`src/rtl/regfile_pkg.sv`:
```
// regfile_pkg: shared defaults, typedefs and constants for the regfile_sb register file.
// Optional feature macro used by regfile_sb: REGFILE_BYPASS_EN (write-to-read forwarding).
package regfile_pkg;

    localparam int unsigned REGFILE_DWIDTH = 32;
    localparam int unsigned REGFILE_NREGS  = 32;
    localparam int unsigned REGFILE_NRD    = 2;

    // Index of the architectural zero register.
    localparam int unsigned ZERO_IDX = 0;

    typedef logic [$clog2(REGFILE_NREGS)-1:0] addr_t;
    typedef logic [REGFILE_DWIDTH-1:0]        data_t;

endpackage

```
`src/rtl/regfile_scoreboard.sv`:
```
// regfile_scoreboard: busy bit per register, set-over-clear priority and the sticky
// writeback-protocol error flag. Callers pre-qualify set/clear (e.g. the zero register).
module regfile_scoreboard #(
    parameter int unsigned NREGS  = 32,
    parameter int unsigned AWIDTH = $clog2(NREGS)
) (
    input  logic              clk,
    input  logic              rst,
    input  logic              set_en_i,
    input  logic [AWIDTH-1:0] set_idx_i,
    input  logic              clr_en_i,
    input  logic [AWIDTH-1:0] clr_idx_i,
    output logic [NREGS-1:0]  busy_vec_o,
    output logic              wb_err_o
);

    logic [NREGS-1:0] busy_q, busy_d;
    logic [NREGS-1:0] set_vec, clr_vec;
    logic             wb_err_q, wb_err_d;

    // Next busy state: clear from writeback, then set from issue so a same-cycle set wins.
    always_comb begin
        set_vec = '0;
        clr_vec = '0;
        if (set_en_i) set_vec[set_idx_i] = 1'b1;
        if (clr_en_i) clr_vec[clr_idx_i] = 1'b1;
        busy_d   = (busy_q & ~clr_vec) | set_vec;
        // A writeback to a register nobody reserved is a protocol error; it latches.
        wb_err_d = wb_err_q | (clr_en_i & ~busy_q[clr_idx_i]);
    end

    // Scoreboard state, dropped at once on reset.
    always_ff @(posedge clk or negedge rst) begin
        if (!rst) begin
            busy_q   <= '0;
            wb_err_q <= 1'b0;
        end else begin
            busy_q   <= busy_d;
            wb_err_q <= wb_err_d;
        end
    end

    assign busy_vec_o = busy_q;
    assign wb_err_o   = wb_err_q;

endmodule

```
`src/rtl/regfile_sb.sv`:
```
// regfile_sb: multi-port architectural register file with issue scoreboard and stall logic.
// Define REGFILE_BYPASS_EN to forward same-cycle writeback data/busy release to readers.
module regfile_sb
    import regfile_pkg::*;
#(
    parameter int unsigned DWIDTH   = REGFILE_DWIDTH,
    parameter int unsigned NREGS    = REGFILE_NREGS,
    parameter int unsigned NRD      = REGFILE_NRD,
    parameter int unsigned ZERO_REG = 1,
    localparam int unsigned AWIDTH  = $clog2(NREGS)
) (
    input  logic                  clk,
    input  logic                  rst,
    input  logic [NRD*AWIDTH-1:0] rs_addr_i,
    input  logic [NRD-1:0]        rs_en_i,
    output logic [NRD*DWIDTH-1:0] rs_data_o,
    output logic [NRD-1:0]        rs_busy_o,
    input  logic                  issue_valid_i,
    input  logic                  issue_wr_i,
    input  logic [AWIDTH-1:0]     issue_rd_i,
    output logic                  issue_stall_o,
    input  logic                  wb_valid_i,
    input  logic [AWIDTH-1:0]     wb_rd_i,
    input  logic [DWIDTH-1:0]     wb_data_i,
    output logic [NREGS-1:0]      busy_vec_o,
    output logic                  wb_err_o
);

    logic [DWIDTH-1:0] regs_q [NREGS];
    logic [NREGS-1:0]  busy_vec;
    logic [NRD-1:0]    rs_busy;
    logic              dst_busy;
    logic              wb_we;
    logic              issue_set;
    logic              issue_rd_zero;

    // Writes to a hardwired zero register neither store, clear busy, nor flag errors.
    assign wb_we         = wb_valid_i & ~((ZERO_REG != 0) && (wb_rd_i == AWIDTH'(ZERO_IDX)));
    assign issue_rd_zero = (ZERO_REG != 0) && (issue_rd_i == AWIDTH'(ZERO_IDX));
    assign issue_set     = issue_valid_i & ~issue_stall_o & issue_wr_i & ~issue_rd_zero;

    // Data array: every register cleared on reset, one write port from writeback.
    always_ff @(posedge clk or negedge rst) begin
        if (!rst) begin
            for (int i = 0; i < NREGS; i++) regs_q[i] <= '0;
        end else if (wb_we) begin
            regs_q[wb_rd_i] <= wb_data_i;
        end
    end

    regfile_scoreboard #(
        .NREGS  (NREGS),
        .AWIDTH (AWIDTH)
    ) u_scoreboard (
        .clk        (clk),
        .rst        (rst),
        .set_en_i   (issue_set),
        .set_idx_i  (issue_rd_i),
        .clr_en_i   (wb_we),
        .clr_idx_i  (wb_rd_i),
        .busy_vec_o (busy_vec),
        .wb_err_o   (wb_err_o)
    );

    // Read muxes and destination busy lookup, with optional writeback forwarding.
    always_comb begin
        logic [AWIDTH-1:0] addr;
        rs_data_o = '0;
        rs_busy   = '0;
        addr      = '0;
        for (int p = 0; p < NRD; p++) begin
            addr = rs_addr_i[p*AWIDTH +: AWIDTH];
            if ((ZERO_REG != 0) && (addr == AWIDTH'(ZERO_IDX))) begin
                rs_data_o[p*DWIDTH +: DWIDTH] = '0;
                rs_busy[p]                    = 1'b0;
            end else begin
                rs_data_o[p*DWIDTH +: DWIDTH] = regs_q[addr];
                rs_busy[p]                    = busy_vec[addr];
`ifdef REGFILE_BYPASS_EN
                if (wb_we && (wb_rd_i == addr)) begin
                    rs_data_o[p*DWIDTH +: DWIDTH] = wb_data_i;
                    rs_busy[p]                    = 1'b0;
                end
`endif
            end
        end
        dst_busy = issue_rd_zero ? 1'b0 : busy_vec[issue_rd_i];
`ifdef REGFILE_BYPASS_EN
        if (wb_we && (wb_rd_i == issue_rd_i)) dst_busy = 1'b0;
`endif
    end

    assign rs_busy_o     = rs_busy;
    assign issue_stall_o = issue_valid_i & ((|(rs_en_i & rs_busy)) | (issue_wr_i & dst_busy));
    assign busy_vec_o    = busy_vec;

endmodule

```
`config.mk`:
```
export PLATFORM = sky130hd
export DESIGN_NAME = regfile_sb
export DESIGN_NICKNAME = d
export VERILOG_FILES = /design/src/rtl/regfile_pkg.sv /design/src/rtl/regfile_scoreboard.sv /design/src/rtl/regfile_sb.sv
export SDC_FILE = /design/constraint.sdc
export NUM_CORES = 2
export LEC_CHECK = 0
export CORE_AREA = 3 3 360 362
export CTS_CLUSTER_SIZE = 40
export DETAILED_ROUTE_END_ITERATION = 8
export DIE_AREA = 0 0 363 365
export DONT_BUFFER_PORTS = 1
export RECOVER_POWER = 25
export SLEW_MARGIN = 30
export SYNTH_ARGS = -nofsm -noshare
export SYNTH_HDL_FRONTEND = slang
export SYNTH_SLANG_ARGS = --single-unit
```
`constraint.sdc`:
```
create_clock -name clk -period 7.3 [get_ports clk]
set_clock_uncertainty 0.05 [all_clocks]
set_input_delay 0.73 -clock clk [delete_from_list [all_inputs] [get_ports clk]]
set_output_delay 0.73 -clock clk [all_outputs]
set_load 0.02 [all_outputs]
```
# Word-level counts from Yosys, hierarchy flattened
# Index checks and enable logic that the tools add are counted.
# totals
out_inout_bits,100
in_bits,59
elab_cells,100
regBits,1057
# classes
n_reduce_logical,8
n_bitwise,20
order_cmp,10
mux,28
# op_table
operator,count
$bwmux W1024,1
$bmux W32 S5,2
$mux W32,9
$demux W32 S5,1
$and A32 B32 Y32,1
$not A32 Y32,1
$or A32 B32 Y32,1
$lt A5 B6 Y1 const B,4
$bmux W1 S5,4
$logic_not A5 Y1,4
$ge A6 B6 Y1 const B,3
$not A5 Y6,3
$demux W1 S5,2
$ge A5 B1 Y1 const B,2
$mux W1,9
$and A1 B1 Y1,7
$lt A6 B1 Y1 const B,1
$not A1 Y1,4
$logic_and A1 B1 Y1,3
$and A2 B2 Y2,1
$or A1 B1 Y1,2
$reduce_or A2 Y1,1

# Logic depth before layout (Yosys ltp)
# depth
depth_word,13
mapped_depth,10

# Hierarchy
# From an unflattened synthesis, not the netlist that was laid out.
# hier_totals
hier_cells,3508
hier_area_um2,56494.2
# by_module_without_submodules
mod,area_per_inst_um2,cells_per_inst,seq_area_each_um2,n_inst
regfile_sb,54826.3,3357,25624.6,1
regfile_scoreboard,1667.8,151,825.8,1

# Worst setup path before layout
# OpenSTA, ideal clock, no wires.
# synth_path
kind,in2out
from,input port rs_addr_i[0]
to,output port rs_data_o[10]
t_arrival_ns,2.731
cell_stages,7
path_slack_ns,3.789
cell_sequence,buf_2 -> buf_2 -> buf_2 -> mux4_2 -> mux4_2 -> mux2i_1 -> nor2_1
# synth_between
elab_chain_len,5
elab_cells_between_ends,6
classes_between,mux: 4; bitwise: 1; reduce/logical: 1
# synth_rtl
element,line,text
from (decl),regfile_sb.sv:14,"input logic [NRD*AWIDTH-1:0] rs_addr_i,"
$not A5 Y6 (implied by the code),regfile_sb.sv:77,rs_data_o[p*DWIDTH +: DWIDTH] = regs_q[addr];
$bmux W32 S5,regfile_sb.sv:77,
$mux W32 (implied by the code) (2 in a row),regfile_sb.sv:77,
$mux W32 (*),regfile_sb.sv:73,if ((ZERO_REG != 0) && (addr == AWIDTH'(ZERO_IDX))) begin
to (decl),regfile_sb.sv:16,"output logic [NRD*DWIDTH-1:0] rs_data_o,"
# Every way passes the cells marked *; elsewhere a longest branch is shown, timed or not. The select of a mux whose other input is x is not followed.

# Worst setup path after layout
# layout_path
from,input port rs_addr_i[6]
to,output port rs_data_o[50]
# The elaborated chain is that of the path after synthesis.

==> qor.csv <==
stage,metric,value,unit
global_routing,antenna_found_initial,1,
clock_network,clkSlewWorstSetupHoldPaths,60,ps
placement,post-dp-hpwl,84200,um
sta,rsz0062_at_grt,false,
worst_setup_path,cp-end-kind,primary output,
routing,detail_route.vias_per_cell,6.54,
yosys,ys_ff_latch,1057,
yosys,ys_seq_area_share,46.6,%
clock_network,cts_buffers,115,
power_and_ir_drop,p_total,17.0,mW
global_routing,overflow,0,
flow_run,maxCapViolCount,10,
sta,fin_crit_sh,76.2,%
global_routing,grt_pass1_wl,252000,um
floorplan,start_util,44.7,%
worst_setup_path,crit_arrival,4780,ps
sta,max_freq,180,MHz
sta,slew_viol_final,478,
yosys,synthArstFlopShare,100,%
floorplan,core.rowCount,131,
sta,tightest_slew,3430,ps
power_and_ir_drop,leakagePower,26.5,nW
sta,tns,0,ps
yosys,synth_area_leaders,"dfrtp_1 47%, mux4_2 22%, mux2_2 21%, mux2i_1 3.2%, clkbuf_1 1.8%",
worst_setup_path,reg2reg_slack,4730,ps
worst_setup_path,worstSetupPathType,in -> out,
sta,relSlewSlack,-129,%
worst_setup_path,critPathLaunchType,primary input,
routing,vias,33999,
routing,totalWireLength,171000,um
clock_network,htree_num_levels,3,
layout,fin_nets,3499,
worst_setup_path,reg2regPathDepth,6,
routing,top_layer,met5,
yosys,synth_cells,3709,
placement,io_buffers,0,
sta,final_hold_viol_count,0,
floorplan,die_area,0.132,mm2
status,violations,"max-capacitance violations, max-slew violations",
worst_setup_path,r2r_end,u_scoreboard.busy_vec_o[27],
floorplan,coreArea,0.127,mm2
yosys,yosys_warnings,0,
clock_network,ctsLongestPathBuffers,3,
worst_setup_path,r2r_start,u_scoreboard.busy_vec_o[31],
routing,route.met2.wl,84300,um
power_and_ir_drop,power_density,276,mW/mm2
global_routing,grt_pass1_vias,35377,
layout,areaGrowthSynthToFinish,8.59,%
floorplan,pin_count,159,
routing,ant_nets,0,
routing,wl_per_cell,32.9,um
yosys,synth_edf_count,0,
floorplan,die_h,365,um
clock_network,ctsResizeCount,0,
yosys,syn_nets,3768,
yosys,synth.avg_cell_area,15.3,um2
placement,gp_congestion,0.822,
worst_setup_path,cp_data_required_time,6520,ps
routing,first_iter_violations,3017,
yosys,synth.top_cell.area_share,46.6,%
sta,setup_viol,0,
global_routing,grt_util_all_layers,25.8,%
yosys,yosys-top-cells-count,"1,057 x dfrtp_1, 1,050 x mux2_2, 544 x mux4_2, 273 x clkbuf_1, 179 x mux2i_1",
yosys,synth_top_area_cell,dfrtp_1,
sta,period_minus_slack,5560,ps
clock_network,root_buffer,clkbuf_16,
worst_setup_path,crit_end,rs_data_o[50],
yosys,ys_types,50,
routing,met1_length,71400,um
clock_network,cts_sinks,1057,
global_routing,grt_start_max_net_pins,1058,
yosys,synth.most_common_cell,dfrtp_1,
routing,dr.pass1.iters,7,
yosys,netlist_area,0.0568,mm2
routing,drc_errors,0,
clock_network,clock_latency,710,ps
hold_path,hp-class,in -> reg,
routing,wl_met3,9660,um
worst_setup_path,cp-startpoint,rs_addr_i[6],
status,status,finished with violations,
power_and_ir_drop,vdd_drop_max,0.200,mV
floorplan,die_w,363,um
worst_setup_path,cp_max_fo,206,
layout,drive_above_1_share,52.6,%
clock_network,post_cts_buffers,0,
yosys,synth_ff_type,dfrtp_1,
clock_network,cts_tree,yes,
## worst min-delay path by stage
| stage | from | to | slack [ps] | depth (start not counted) |
|---|---|---|---|---|
| 5_1_grt | wb_data_i[15] | regs_q[431] | 80 | 1 |
| 2_1_floorplan | rst | regs_q[0] | 380 | 0 |
| 3_5_place_dp | regs_q[1008] | regs_q[1008] | 330 | 0 |
| 3_3_place_gp | regs_q[1019] | regs_q[1019] | 330 | 0 |
| 6_report | wb_data_i[15] | regs_q[367] | 110 | 1 |
| 4_1_cts | rst | regs_q[773] | -340 | 0 |
## registers in the layout, indices dropped and copies added (netlist names)
register / cells
u_scoreboard.busy_vec_o: 32
regs_q: 1024
u_scoreboard.wb_err_o: 1
## layer usage
| layer | track usage [%] | up-vias |
|---|---|---|
| met5 | 0 | - |
| met4 | 8.36 | 2 |
| met3 | 4.34 | 304 |
| met2 | 43.5 | 1033 |
| met1 | 34.4 | 18784 |
| li1 | - | 13876 |
## cells by family (layout without fill, tap and decap cells)
kind of cell           count (synthesis)  in the layout  synth area share (%)
AO/OA/AOI/OAI                        201            201                  2.55
other                                  0              1                     0
multiplexers                        1774           1774                  45.6
AND/OR/NAND/NOR                      233            233                  2.01
buffers and inverters                444            269                  3.23
flip-flops                          1057           1057                  46.6
## worst max-delay path, cell delays in order
cell     delay [ps]
or3_4          1250
buf_4           440
o22ai_1         260
a211o_1         130
a21oi_1          40
nor3_1          620
buf_4           270
## placed cells by master (no fill, tap or decap), types with 31 or more instances in the layout
cell          n
buf_4        31
clkbuf_16   117
clkbuf_8     37
dfrtp_1    1057
mux2_2     1050
mux2i_1     179
mux4_2      544
nand2_1      36
nor2_1       72
o22ai_1      41
## metrics by stage
step	utilization, %	cell area [um2]	worst slack, ps	hold slack [ps]	instances
global placement	45.3	57600	3040	329	4972
CTS	48.5	61600	3330	-336	5186
detailed placement	45.4	57700	3330	335	4975
floorplan	-	56800	3790	384	3709
finish	48.5	61600	1740	111	5197
global route	48.5	61600	1620	75.1	5196
## layout make-up
type | count | area, um2
clock inverter | 32 | 372
tap | 1662 | 2080
multi-input combinational | 2208 | 28700
fill | 10791 | 65400
sequential | 1057 | 26500
antenna | 1 | 2.50
timing repair buffer | 44 | 463
clock buffer | 179 | 3530
inverter | 14 | 52.6
## power by group
| group | leakage, nW | internal, mW | total, mW | switching (mW) |
|---|---|---|---|---|
| Sequential | 13.6 | 6.96 | 7.79 | 0.829 |
| Combinational | 11.0 | 2.10 | 3.24 | 1.15 |
| Clock | 1.94 | 3.55 | 6.00 | 2.45 |
Note: power is estimated with default switching activity, not from simulation.
